**config.mk**
```make
export PLATFORM = sky130hd
export DESIGN_NAME = id_ex_stage
export DESIGN_NICKNAME = d
export VERILOG_FILES = /design/src/rtl/rv_pkg.sv /design/src/rtl/id_ex_stage_fwd_resolve.sv /design/src/rtl/id_ex_stage.sv
export SDC_FILE = /design/constraint.sdc
export NUM_CORES = 1
export LEC_CHECK = 0
export BUFFER_PORTS_ARGS = -buffer_cell sky130_fd_sc_hd__buf_2
export CAP_MARGIN = 10
export CORE_AREA = 2 2 118 120
export CTS_CLUSTER_DIAMETER = 30
export CTS_CLUSTER_SIZE = 25
export DETAILED_ROUTE_END_ITERATION = 10
export DIE_AREA = 0 0 120 122
export HOLD_SLACK_MARGIN = 0.06
export PLACE_DENSITY = 0.62
export REMOVE_ABC_BUFFERS = 1
export SLEW_MARGIN = 0
export SYNTH_ARGS = -nofsm -noshare
export SYNTH_HDL_FRONTEND = slang
export SYNTH_SLANG_ARGS = --single-unit
```
**constraint.sdc**
```tcl
create_clock -name clk -period 3.8 [get_ports clk]
set_input_delay 0.76 -clock clk [delete_from_list [all_inputs] [get_ports clk]]
set_output_delay 0.76 -clock clk [all_outputs]
set_load 0.02 [all_outputs]
```
**src/rtl/rv_pkg.sv**
```systemverilog
// rv_pkg: shared RV32 pipeline widths, ALU opcodes and ID/EX stage types.
package rv_pkg;
    localparam int XLEN   = 32;
    localparam int RA_W   = 5;
    localparam int CTRL_W = 3;

    localparam logic [CTRL_W-1:0] ALU_ADD = 3'b000;
    localparam logic [CTRL_W-1:0] ALU_SUB = 3'b001;
    localparam logic [CTRL_W-1:0] ALU_AND = 3'b010;
    localparam logic [CTRL_W-1:0] ALU_OR  = 3'b011;
    localparam logic [CTRL_W-1:0] ALU_XOR = 3'b100;
    localparam logic [CTRL_W-1:0] ALU_SLT = 3'b101;
    localparam logic [CTRL_W-1:0] ALU_SLL = 3'b110;
    localparam logic [CTRL_W-1:0] ALU_SRL = 3'b111;

    typedef enum logic [1:0] {FWD_RF, FWD_MEMWB, FWD_EXMEM} fwd_sel_t;
    typedef enum logic {EMPTY, FULL} stage_state_t;
endpackage

```
**src/rtl/id_ex_stage_fwd_resolve.sv**
```systemverilog
// fwd_resolve: picks one source operand from EX/MEM, MEM/WB or the register file,
// nearest producer first; x0 always reads the register file.
module fwd_resolve
    import rv_pkg::*;
#(
    parameter int XLEN = rv_pkg::XLEN,
    parameter int RA_W = rv_pkg::RA_W
) (
    input  logic [RA_W-1:0] rs_addr,
    input  logic [XLEN-1:0] rs_data,
    input  logic            exmem_reg_write,
    input  logic [RA_W-1:0] exmem_rd,
    input  logic [XLEN-1:0] exmem_result,
    input  logic            memwb_reg_write,
    input  logic [RA_W-1:0] memwb_rd,
    input  logic [XLEN-1:0] memwb_result,
    output logic [XLEN-1:0] value
);
    fwd_sel_t sel;

    always_comb begin
        sel = FWD_RF;
        if (rs_addr != '0 && exmem_reg_write && exmem_rd == rs_addr)
            sel = FWD_EXMEM;
        else if (rs_addr != '0 && memwb_reg_write && memwb_rd == rs_addr)
            sel = FWD_MEMWB;
        value = sel == FWD_EXMEM ? exmem_result :
                sel == FWD_MEMWB ? memwb_result : rs_data;
    end
endmodule

```
**src/rtl/id_ex_stage.sv**
```systemverilog
// id_ex_stage: ID/EX pipeline register feeding the ALU, valid/ready handshake with flush.
// Define RV_FWD_EN to enable operand forwarding and MEM/WB snooping while stalled.
module id_ex_stage
    import rv_pkg::*;
#(
    parameter int XLEN   = rv_pkg::XLEN,
    parameter int RA_W   = rv_pkg::RA_W,
    parameter int CTRL_W = rv_pkg::CTRL_W
) (
    input  logic              clk,
    input  logic              rst,
    input  logic              in_valid,
    output logic              in_ready,
    input  logic [RA_W-1:0]   rs1_addr,
    input  logic [RA_W-1:0]   rs2_addr,
    input  logic [XLEN-1:0]   rs1_data,
    input  logic [XLEN-1:0]   rs2_data,
    input  logic [XLEN-1:0]   imm,
    input  logic              alu_src,
    input  logic [CTRL_W-1:0] alu_ctrl_in,
    input  logic [RA_W-1:0]   rd_addr_in,
    input  logic              reg_write_in,
    input  logic              flush,
    input  logic              exmem_reg_write,
    input  logic [RA_W-1:0]   exmem_rd,
    input  logic [XLEN-1:0]   exmem_result,
    input  logic              memwb_reg_write,
    input  logic [RA_W-1:0]   memwb_rd,
    input  logic [XLEN-1:0]   memwb_result,
    output logic              out_valid,
    input  logic              out_ready,
    output logic [XLEN-1:0]   alu_a,
    output logic [XLEN-1:0]   alu_b,
    output logic [CTRL_W-1:0] alu_ctrl,
    output logic [XLEN-1:0]   store_data,
    output logic [RA_W-1:0]   rd_addr_out,
    output logic              reg_write_out
);
    stage_state_t    state, state_nx;
    logic            capture;
    logic [RA_W-1:0] rs1_q, rs2_q;
    logic [XLEN-1:0] rs1_val, rs2_val, imm_q;
    logic [XLEN-1:0] rs1_fwd, rs2_fwd;
    logic            alu_src_q;
    logic            snoop1, snoop2;

    assign out_valid = state == FULL;
    assign in_ready  = state == EMPTY || out_ready;
    assign capture   = in_valid && in_ready && !flush;

    always_comb begin
        state_nx = state;
        if (flush)
            state_nx = EMPTY;
        else if (capture)
            state_nx = FULL;
        else if (out_ready)
            state_nx = EMPTY;
    end

    always_ff @(posedge clk or negedge rst)
        if (!rst)
            state <= EMPTY;
        else
            state <= state_nx;

`ifdef RV_FWD_EN
    fwd_resolve #(.XLEN(XLEN), .RA_W(RA_W)) u_fwd_rs1 (
        .rs_addr(rs1_addr), .rs_data(rs1_data),
        .exmem_reg_write(exmem_reg_write), .exmem_rd(exmem_rd), .exmem_result(exmem_result),
        .memwb_reg_write(memwb_reg_write), .memwb_rd(memwb_rd), .memwb_result(memwb_result),
        .value(rs1_fwd)
    );
    fwd_resolve #(.XLEN(XLEN), .RA_W(RA_W)) u_fwd_rs2 (
        .rs_addr(rs2_addr), .rs_data(rs2_data),
        .exmem_reg_write(exmem_reg_write), .exmem_rd(exmem_rd), .exmem_result(exmem_result),
        .memwb_reg_write(memwb_reg_write), .memwb_rd(memwb_rd), .memwb_result(memwb_result),
        .value(rs2_fwd)
    );
    // A stalled operand only needs MEM/WB: anything in EX/MEM now reaches MEM/WB before we leave.
    assign snoop1 = state == FULL && !out_ready && memwb_reg_write && memwb_rd == rs1_q && rs1_q != '0;
    assign snoop2 = state == FULL && !out_ready && memwb_reg_write && memwb_rd == rs2_q && rs2_q != '0;
`else
    logic unused_fwd;
    assign rs1_fwd    = rs1_data;
    assign rs2_fwd    = rs2_data;
    assign snoop1     = 1'b0;
    assign snoop2     = 1'b0;
    assign unused_fwd = ^{exmem_reg_write, exmem_rd, exmem_result,
                          memwb_reg_write, memwb_rd, memwb_result, rs1_q, rs2_q};
`endif

    always_ff @(posedge clk or negedge rst)
        if (!rst) begin
            rs1_q         <= '0;
            rs2_q         <= '0;
            rs1_val       <= '0;
            rs2_val       <= '0;
            imm_q         <= '0;
            alu_src_q     <= 1'b0;
            alu_ctrl      <= '0;
            rd_addr_out   <= '0;
            reg_write_out <= 1'b0;
        end else if (capture) begin
            rs1_q         <= rs1_addr;
            rs2_q         <= rs2_addr;
            rs1_val       <= rs1_fwd;
            rs2_val       <= rs2_fwd;
            imm_q         <= imm;
            alu_src_q     <= alu_src;
            alu_ctrl      <= alu_ctrl_in;
            rd_addr_out   <= rd_addr_in;
            reg_write_out <= reg_write_in;
        end else begin
            if (snoop1)
                rs1_val <= memwb_result;
            if (snoop2)
                rs2_val <= memwb_result;
        end

    assign alu_a      = rs1_val;
    assign alu_b      = alu_src_q ? imm_q : rs2_val;
    assign store_data = rs2_val;
endmodule

```
# Word-level counts from Yosys, hierarchy flattened
# Cells that the tools add are included.
# totals
mem_bits_rw	0
latchBits	0
regBits	107
out_inout_bits	107
elab_cells	18
mem_count	0
romBits	0
# classes
eq_ne	0
n_shift	0
n_bitwise	1
order_cmp	0
mux	4
div	0
n_mul	0
reduce_logical	5
addsub	0
# ops
cell	count
$mux W32	1
$mux W1	3
$reduce_bool A3 Y1	1
$logic_and A1 B1 Y1	2
$logic_not A1 Y1	1
$logic_or A1 B1 Y1	1
$not A1 Y1	1

# Longest topological paths before layout
# Gate-level depths: netlist of the first run.
# depth
word_depth	6
ltp_mapped	5

# Worst setup path after synthesis of the first run
# Ideal clock, no wire load.
# synth_path
path_kind	flip-flop to output port
start	register alu_src_q
end	output alu_b[10]
setup_slack_ps	1765
t_arrival_ps	1275
stages_incl_launch_ff	4
required_time_ps	3040
n_path_buf	2
path_cell_list	dfrtp_1 -> clkbuf_1 -> clkbuf_1 -> mux2_2
# synth_via
elab_chain_len	1
# synth_lines
element	line	rtl
start, declared	id_ex_stage.sv:44	logic alu_src_q;
start signal, assigned	id_ex_stage.sv:110	alu_src_q <= alu_src;
$mux W32	id_ex_stage.sv:122	assign alu_b = alu_src_q ? imm_q : rs2_val;
end, declared	id_ex_stage.sv:33	output logic [XLEN-1:0] alu_b,
# No other way between the ends.

# Worst setup path after layout of the first run
# layout_path
start	register alu_src_q
end	output alu_b[13]
# Same word-level chain as after synthesis.

==> flow_summary.html, run 1 <==
<table>
<tr><th>Metric</th><th>Value</th></tr>
<tr><th colspan="2">Die</th></tr>
<tr><td>Initial Utilization</td><td>between 30% and 40%</td></tr>
<tr><td>Die Outline Area</td><td>14,600 um^2</td></tr>
<tr><td>Count of boundary I/O pins</td><td>about 300</td></tr>
<tr><td>Die W</td><td>120 um</td></tr>
<tr><td>Placeable core region</td><td>13,500 um^2</td></tr>
<tr><td>Number of placement rows</td><td>43</td></tr>
<tr><td>Die height</td><td>122 um</td></tr>
<tr><th colspan="2">Timing</th></tr>
<tr><td>Top achievable clock speed</td><td>0.361 GHz</td></tr>
<tr><td>Setup clock skew after layout</td><td>5.33 ps</td></tr>
<tr><td>Worst relative slew slack</td><td>52.2%</td></tr>
<tr><td>Total count of hold-check failures in the final report</td><td>0</td></tr>
<tr><td>Portion of the clock cycle consumed by the worst path in the final layout</td><td>72.9%</td></tr>
<tr><td>Post-route worst hold slack</td><td>456 ps</td></tr>
<tr><td>Total count of max-transition violations in the final report</td><td>0</td></tr>
<tr><td>Final worst-path setup slack</td><td>1030 ps</td></tr>
<tr><td>RSZ-0062 raised after global routing</td><td>no</td></tr>
<tr><td>Setup-violating endpoint count in the final report</td><td>0</td></tr>
<tr><td>Setup TNS after final layout</td><td>0 ps</td></tr>
<tr><td>Slew at the pin closest to its max-slew limit</td><td>717 ps</td></tr>
<tr><td>Shortest period the worst path allows</td><td>2770 ps</td></tr>
<tr><th colspan="2">Placement</th></tr>
<tr><td>Worst-case setup slack after placement</td><td>1350 ps</td></tr>
<tr><td>Number of port buffers</td><td>217</td></tr>
<tr><td>Placement Cell Area</td><td>5630 um^2</td></tr>
<tr><td>DP Wirelength</td><td>slightly below 7 mm</td></tr>
<tr><td>RePlAce Congestion</td><td>roughly 0.67</td></tr>
<tr><th colspan="2">Routing</th></tr>
<tr><td>DRC violation count after routing</td><td>0</td></tr>
<tr><td>Per-cell via count in the routed design</td><td>4.44</td></tr>
<tr><td>ANT nets after route</td><td>0</td></tr>
<tr><td>Overall routed net length</td><td>9.47 mm</td></tr>
<tr><td>DR WL/cell</td><td>14.2 um</td></tr>
<tr><td>Number of iterations in the first detailed-routing pass</td><td>4</td></tr>
<tr><td>DR iter-0 viols</td><td>approximately 120</td></tr>
<tr><td>Count of vias placed by the detailed router</td><td>2,956</td></tr>
<tr><th colspan="2">Clocking</th></tr>
<tr><td>CTS hold repair buffers</td><td>0</td></tr>
<tr><td>Number of clock sinks seen by CTS</td><td>107</td></tr>
<tr><td>Clk root buf</td><td>sky130_fd_sc_hd__clkbuf_16</td></tr>
<tr><td>Clock tree from TritonCTS</td><td>built</td></tr>
<tr><td>Worst-skew pair later-pin latency</td><td>340 ps</td></tr>
<tr><td>Number of buffers inserted during clock tree synthesis</td><td>9</td></tr>
<tr><td>Number of H-tree branching levels</td><td>3</td></tr>
<tr><td>Number of cells upsized or downsized after cts</td><td>0</td></tr>
<tr><td>Number of buffers between clock root and the deepest sink</td><td>2</td></tr>
<tr><td>Clock-pin slew on the worst setup and hold paths</td><td>around 70 ps</td></tr>
<tr><td>Post-CTS Setup Repair Bufs</td><td>0</td></tr>
<tr><th colspan="2">Pwr</th></tr>
<tr><td>Leakage</td><td>around 2.9 nW</td></tr>
<tr><td>Power density of the placed cells</td><td>about 570 nW/um^2</td></tr>
<tr><td>VDD IR-drop max</td><td>0.000247 V</td></tr>
<tr><th colspan="2">Synthesis</th></tr>
<tr><td>Combinational family with the most area after synthesis</td><td>multiplexers</td></tr>
<tr><td>Mean instance size in the synthesized netlist</td><td>16.5 um^2</td></tr>
<tr><td>Number of flip-flops and latches in the synthesized netlist</td><td>107</td></tr>
<tr><td>Yosys warning count</td><td>0</td></tr>
<tr><td>Mapped cell area</td><td>roughly 4400 um^2</td></tr>
<tr><td>Portion of netlist area occupied by mux cells</td><td>between 30% and 40%</td></tr>
<tr><td>Post-synthesis xor/xnor area fraction</td><td>0%</td></tr>
<tr><td>Simple logic cell fraction of the synthesized area</td><td>0.802%</td></tr>
<tr><td>Gate Count Post-Synth</td><td>approximately 270</td></tr>
<tr><td>Number of unique standard cell types used by synthesis</td><td>11</td></tr>
<tr><td>Fraction of the mapped netlist area in compound gates</td><td>0%</td></tr>
<tr><td>Sequential cell area fraction in the yosys report</td><td>61.3%</td></tr>
<tr><td>Synthesized-area fraction occupied by adder cells</td><td>0%</td></tr>
<tr><th colspan="2">Finish</th></tr>
<tr><td>Relative area change from synthesis to final layout</td><td>36.6%</td></tr>
<tr><td>Final Core Density</td><td>approximately 44%</td></tr>
<tr><td>Most common library cell in the layout ignoring fill and taps</td><td>sky130_fd_sc_hd__buf_2</td></tr>
<tr><td>Number of inserted diodes</td><td>0</td></tr>
<tr><td>Finished Cell Area</td><td>5970 um^2</td></tr>
<tr><td>Number of nets in the layout</td><td>around 680</td></tr>
<tr><td>Most used cells in the layout excluding fill and tap cells</td><td>sky130_fd_sc_hd__buf_2 (216), sky130_fd_sc_hd__dfrtp_1 (107), sky130_fd_sc_hd__mux2_2 (98), sky130_fd_sc_hd__mux2_1 (40), sky130_fd_sc_hd__clkbuf_16 (9)</td></tr>
<tr><td>Fraction of final layout cells with drive strength greater than 1</td><td>68.9%</td></tr>
<tr><th colspan="2">Global route</th></tr>
<tr><td>GRT Total Usage</td><td>between 10% and 20%</td></tr>
<tr><td>First-pass GRT wire length</td><td>roughly 15 mm</td></tr>
<tr><td>Vias in the first global route</td><td>2,961</td></tr>
<tr><td>Largest net degree at the start of global routing</td><td>around 110</td></tr>
<tr><td>Global route overflow</td><td>0</td></tr>
<tr><td>Number of antenna violations at the first check in global routing</td><td>0</td></tr>
<tr><th colspan="2">Run status</th></tr>
<tr><td>Status</td><td>complete, no violations</td></tr>
<tr><th colspan="2">Critical path</th></tr>
<tr><td>Path type of the worst setup path</td><td>flip-flop to output pin</td></tr>
<tr><td>Data required time at the worst endpoint</td><td>roughly 3000 ps</td></tr>
<tr><td>Kind of end point of the critical path</td><td>output pin</td></tr>
<tr><td>Critical Path Fanout Max</td><td>23</td></tr>
<tr><td>Startpoint type of the worst setup path</td><td>flip-flop</td></tr>
<tr><td>WP data arrival</td><td>about 2000 ps</td></tr>
<tr><th colspan="2">Run</th></tr>
<tr><td>Max-capacitance violation count</td><td>0</td></tr>
<tr><th colspan="2">Hold path</th></tr>
<tr><td>Class of the tightest hold or removal check</td><td>input pin to async pin</td></tr>
</table>
metrics by stage:
| stage | power [mW] | cells |
|---|---|---|
| CTS | 3.46 | 666 |
| global route | 3.59 | 666 |
| detailed placement | 2.41 | 650 |
| finish | 3.41 | 666 |
| global placement | 2.39 | 650 |
| floorplan | 2.04 | 250 |
registers in the layout, summed over array words and instances (netlist names):
name           count
imm_q             32
rd_addr_out        5
reg_write_out      1
alu_src_q          1
alu_a             32
alu_ctrl           3
store_data        32
out_valid          1
final cells by class:
cell class,instances,area (um^2)
Clock inverter,3,68.8
Inverter,1,3.75
Sequential cell,107,2680
Tap cell,180,225
Clock buffer,13,270
Timing Repair Buffer,220,1140
Multi-Input combinational cell,142,1590
Fill cell,1262,7530
power by group:
group | switching [mW] | internal, mW | leakage (nW)
Combinational | 0.518 | 0.416 | 1.43
Clock | 0.398 | 0.633 | 0.166
Sequential | 0.109 | 1.33 | 1.26
metal layers:
metal / share of wire, % / track usage (%) / vias up
li1: - / - / 1369
met1: 43 / 17.0 / 1447
met2: 46 / 19.7 / 130
met3: 8.7 / 3.89 / 10
met4: 1.8 / 5.74 / 0
met5: 0 / 0 / -
critical path: stages, from the launching register on:
cell and delay [ps]:
sky130_fd_sc_hd__dfrtp_1 670, sky130_fd_sc_hd__buf_4 440, sky130_fd_sc_hd__mux2_2 380, sky130_fd_sc_hd__buf_2 160
Yosys cell counts, drive strengths merged:
master | n | area, um^2
mux2 | 138 | 1550
dfrtp | 107 | 2680
buf | 13 | 92.6
clkbuf | 2 | 7.51
nor2 | 2 | 7.51
inv | 1 | 3.75
nor2b | 1 | 8.76
nor3b | 1 | 18.8
logic make-up after synthesis:
kind of cell | after synthesis
muxes | 138
DFF | 107
buffers and inverters | 16
and+or+nand+nor | 4
final timing paths:
check | end | depth (start not counted) | from | slack, ps
setup / recovery | alu_b[13] | 3 | alu_src_q | 1030
hold / removal | alu_a[5] | 1 | rst | 460
setup reg to reg | store_data[16] | 4 | out_valid | 1950
hold reg to reg | alu_a[17] | 1 | alu_a[17] | 480
max in group asynchronous | alu_src_q | 2 | rst | 2580
min in group clk | alu_a[17] | 1 | alu_a[17] | 480
Note: power is estimated with default switching activity, not from simulation.
==> run 2, diff against run 1 <==
Settings changed: ABC_AREA set to 1, PLACE_DENSITY 0.62 to 0.64.
Clock period 3.8 ns to 2.67 ns, I/O delays scaled along.
==> flow_summary.html, run 2 <==
<table>
<tr><th>Metric</th><th>Value</th></tr>
<tr><th colspan="2">Run status</th></tr>
<tr><td>Status</td><td>complete, no violations</td></tr>
<tr><th colspan="2">Placement</th></tr>
<tr><td>Placement Cell Area</td><td>5880 um^2</td></tr>
<tr><td>Number of port buffers</td><td>217</td></tr>
<tr><td>RePlAce Congestion</td><td>0.707</td></tr>
<tr><td>DP Wirelength</td><td>8.27 mm</td></tr>
<tr><td>Worst-case setup slack after placement</td><td>827 ps</td></tr>
<tr><th colspan="2">Pwr</th></tr>
<tr><td>Clock power frac</td><td>30.6%</td></tr>
<tr><td>Pint</td><td>3.07 mW</td></tr>
<tr><td>Proportion of total power due to net switching</td><td>32.8%</td></tr>
<tr><td>Leakage</td><td>3.58 nW</td></tr>
<tr><td>Combinational fraction of design power</td><td>25.6%</td></tr>
<tr><td>Power density of the placed cells</td><td>739 nW/um^2</td></tr>
<tr><td>Switching power summed over all nets</td><td>1.50 mW</td></tr>
<tr><td>VDD IR-drop max</td><td>~0.00032 V</td></tr>
<tr><td>Total chip power</td><td>4.57 mW</td></tr>
<tr><td>Sequential share of power</td><td>a little over two fifths</td></tr>
<tr><th colspan="2">Synthesis</th></tr>
<tr><td>Number of flip-flops and latches in the synthesized netlist</td><td>107</td></tr>
<tr><td>Ranking of synthesized cells by instance count</td><td>sky130_fd_sc_hd__nand2_1 (244), sky130_fd_sc_hd__dfrtp_1 (107), sky130_fd_sc_hd__nand3_1 (106)</td></tr>
<tr><td>Mean instance size in the synthesized netlist</td><td>8.14 um^2</td></tr>
<tr><td>Top post-synthesis cells by area</td><td>sky130_fd_sc_hd__dfrtp_1 (58%), sky130_fd_sc_hd__nand2_1 (20%), sky130_fd_sc_hd__nand3_1 (11%)</td></tr>
<tr><td>Number of unique standard cell types used by synthesis</td><td>13</td></tr>
<tr><td>Library cell with the highest instance count after synthesis</td><td>sky130_fd_sc_hd__nand2_1</td></tr>
<tr><td>Sequential cell area fraction in the yosys report</td><td>58.0%</td></tr>
<tr><td>Mapped cell area</td><td>approximately 4600 um^2</td></tr>
<tr><td>Yosys warning count</td><td>0</td></tr>
<tr><td>Synth area leader</td><td>sky130_fd_sc_hd__dfrtp_1</td></tr>
<tr><td>Proportion of register bits with asynchronous set or reset after synthesis</td><td>100%</td></tr>
<tr><td>Gate Count Post-Synth</td><td>567</td></tr>
<tr><td>Top_reg_cell synth</td><td>sky130_fd_sc_hd__dfrtp_1</td></tr>
<tr><td>Portion of synthesized cell area occupied by the leading cell type</td><td>58.0%</td></tr>
<tr><td>Number of enable flip-flop cells after synthesis</td><td>0</td></tr>
<tr><th colspan="2">Die</th></tr>
<tr><td>Placeable core region</td><td>13,500 um^2</td></tr>
<tr><td>Count of boundary I/O pins</td><td>304</td></tr>
<tr><td>Die height</td><td>approximately 120 um</td></tr>
<tr><td>Initial Utilization</td><td>34.2%</td></tr>
<tr><td>Die Outline Area</td><td>about 15,000 um^2</td></tr>
<tr><td>Number of placement rows</td><td>between 40 and 50</td></tr>
<tr><td>Die W</td><td>around 120 um</td></tr>
<tr><th colspan="2">Run</th></tr>
<tr><td>Max-capacitance violation count</td><td>0</td></tr>
<tr><th colspan="2">Critical path</th></tr>
<tr><td>Slowest Stage Delay on Critical Path</td><td>between 500 and 600 ps</td></tr>
<tr><td>Critical-path top delay cell</td><td>sky130_fd_sc_hd__dfrtp_2</td></tr>
<tr><td>Critical Path Fanout Max</td><td>52</td></tr>
<tr><td>WP data arrival</td><td>1510 ps</td></tr>
<tr><td>Data required time at the worst endpoint</td><td>2140 ps</td></tr>
<tr><td>Launching point of the worst reg2reg path</td><td>out_valid</td></tr>
<tr><td>Depth of the most critical reg-to-reg path</td><td>4</td></tr>
<tr><td>Path type of the worst setup path</td><td>flip-flop to output pin</td></tr>
<tr><td>R2R Path End</td><td>store_data[18]</td></tr>
<tr><td>Category of cells accounting for the largest share of critical-path delay</td><td>flip-flops</td></tr>
<tr><td>Cells along the critical path</td><td>buf_12, o21ai_0, buf_2</td></tr>
<tr><td>Slack of the worst reg-to-reg path</td><td>1090 ps</td></tr>
<tr><td>Kind of end point of the critical path</td><td>output pin</td></tr>
<tr><td>Startpoint type of the worst setup path</td><td>flip-flop</td></tr>
<tr><td>Number of buffer and inverter instances along the worst setup path</td><td>2</td></tr>
<tr><th colspan="2">Clocking</th></tr>
<tr><td>Worst-skew pair later-pin latency</td><td>340 ps</td></tr>
<tr><td>Clock tree from TritonCTS</td><td>built</td></tr>
<tr><td>Number of buffers between clock root and the deepest sink</td><td>2</td></tr>
<tr><td>Number of buffers inserted during clock tree synthesis</td><td>9</td></tr>
<tr><td>Number of cells upsized or downsized after cts</td><td>0</td></tr>
<tr><td>Clk root buf</td><td>sky130_fd_sc_hd__clkbuf_16</td></tr>
<tr><td>Number of H-tree branching levels</td><td>3</td></tr>
<tr><td>Clock-pin slew on the worst setup and hold paths</td><td>70 ps</td></tr>
<tr><td>CTS hold repair buffers</td><td>0</td></tr>
<tr><td>Number of clock sinks seen by CTS</td><td>107</td></tr>
<tr><td>Post-CTS Setup Repair Bufs</td><td>0</td></tr>
<tr><th colspan="2">Finish</th></tr>
<tr><td>Most common library cell in the layout ignoring fill and taps</td><td>sky130_fd_sc_hd__nand2_1</td></tr>
<tr><td>Number of inserted diodes</td><td>0</td></tr>
<tr><td>Relative area change from synthesis to final layout</td><td>34.0%</td></tr>
<tr><td>Number of nets in the layout</td><td>960</td></tr>
<tr><td>Most used cells in the layout excluding fill and tap cells</td><td>sky130_fd_sc_hd__nand2_1 (244), sky130_fd_sc_hd__buf_2 (216), sky130_fd_sc_hd__nand3_1 (106), sky130_fd_sc_hd__dfrtp_1 (106), sky130_fd_sc_hd__inv_1 (33)</td></tr>
<tr><td>Final Core Density</td><td>a little under half</td></tr>
<tr><td>Fraction of final layout cells with drive strength greater than 1</td><td>31.9%</td></tr>
<tr><td>Finished Cell Area</td><td>approximately 6200 um^2</td></tr>
<tr><th colspan="2">Routing</th></tr>
<tr><td>ANT nets after route</td><td>0</td></tr>
<tr><td>DRC violation count after routing</td><td>0</td></tr>
<tr><td>Overall routed net length</td><td>12.4 mm</td></tr>
<tr><td>DR iter-0 viols</td><td>around 270</td></tr>
<tr><td>Number of iterations in the first detailed-routing pass</td><td>4</td></tr>
<tr><td>Count of vias placed by the detailed router</td><td>4,356</td></tr>
<tr><td>Per-cell via count in the routed design</td><td>4.59</td></tr>
<tr><td>DR WL/cell</td><td>13.1 um</td></tr>
<tr><th colspan="2">Timing</th></tr>
<tr><td>Total count of max-transition violations in the final report</td><td>0</td></tr>
<tr><td>Top achievable clock speed</td><td>0.488 GHz</td></tr>
<tr><td>Total count of hold-check failures in the final report</td><td>0</td></tr>
<tr><td>Worst relative slew slack</td><td>58.8%</td></tr>
<tr><td>Slew at the pin closest to its max-slew limit</td><td>just over 600 ps</td></tr>
<tr><td>RSZ-0062 raised after global routing</td><td>no</td></tr>
<tr><td>Shortest period the worst path allows</td><td>~2000 ps</td></tr>
<tr><td>Portion of the clock cycle consumed by the worst path in the final layout</td><td>76.7%</td></tr>
<tr><td>Setup TNS after final layout</td><td>0 ps</td></tr>
<tr><td>Final worst-path setup slack</td><td>621 ps</td></tr>
<tr><td>Setup clock skew after layout</td><td>approximately 6.5 ps</td></tr>
<tr><td>Setup-violating endpoint count in the final report</td><td>0</td></tr>
<tr><th colspan="2">Global route</th></tr>
<tr><td>Number of antenna violations at the first check in global routing</td><td>1</td></tr>
<tr><td>Global route overflow</td><td>0</td></tr>
<tr><td>Largest net degree at the start of global routing</td><td>107</td></tr>
<tr><td>First-pass GRT wire length</td><td>20.3 mm</td></tr>
<tr><td>Vias in the first global route</td><td>4,024</td></tr>
<tr><td>GRT Total Usage</td><td>17.3%</td></tr>
<tr><th colspan="2">Hold path</th></tr>
<tr><td>Class of the tightest hold or removal check</td><td>input pin to async pin</td></tr>
</table>
-- run 2: cell count changes after synthesis, sizes merged, moves of 9 or more --
cell	delta
inv	+33
o21ai	+32
mux2	-138
buf	+9
nand2	+246
clkbuf	+16
nand3	+106
-- run 2: per-stage QoR --
stage / hold WS [ps] / instances
6_report: 162 / 948
5_1_grt: 197 / 948
4_1_cts: 174 / 948
3_5_place_dp: 453 / 932
3_3_place_gp: 451 / 932
2_1_floorplan: 238 / 527
-- run 2: cells by family after synthesis --
family,count (synthesis),share of synthesized area (%)
AO/OA/AOI/OAI,33,3.58
buffers and inverters,74,6.56
flip-flops,107,58.0
AND/OR/NAND/NOR,353,31.9
-- run 2: power by group through the flow --
stage               clock network [mW]  logic, mW  registers [mW]
detailed placement                   0       1.19            2.03
global route                      1.51       1.30            2.04
floorplan                            0      0.460            2.23
CTS                               1.44       1.19            2.00
global placement                     0       1.18            2.03
finish                            1.40       1.17            2.00
-- run 2: layout make-up --
class                      count  area (um^2)
tap                          180          225
fill                        1398         7320
timing repair buffer         225         1200
multi-input combinational    386         1650
sequential                   107         2680
clock buffer                  10          229
inverter                      34          128
clock inverter                 6         80.1
-- run 2: worst max-delay path by stage --
| stage | from | cells after the start | to |
|---|---|---|---|
| 4_1_cts | alu_src_q | 4 | alu_b[28] |
| 3_3_place_gp | out_ready | 7 | alu_a[4] |
| 3_5_place_dp | out_ready | 7 | alu_a[9] |
| 2_1_floorplan | in_valid | 5 | alu_a[0] |
| 6_report | alu_src_q | 3 | alu_b[28] |
| 5_1_grt | alu_src_q | 4 | alu_b[13] |
-- run 2: metal layers --
layer	track usage, %	vias up	wire (um)
met5	0	-	7
met4	6.62	2	205
met3	5.20	16	936
met2	25.7	145	5570
met1	23.7	2018	5700
li1	-	2175	-
-- run 2: worst reg2reg max path: cells and delay by family, from the launching register on --
kind | cells | cell delay (ps)
buffers and inverters | 1 | 580
DFF | 1 | 410
and+or+nand+nor | 3 | 520
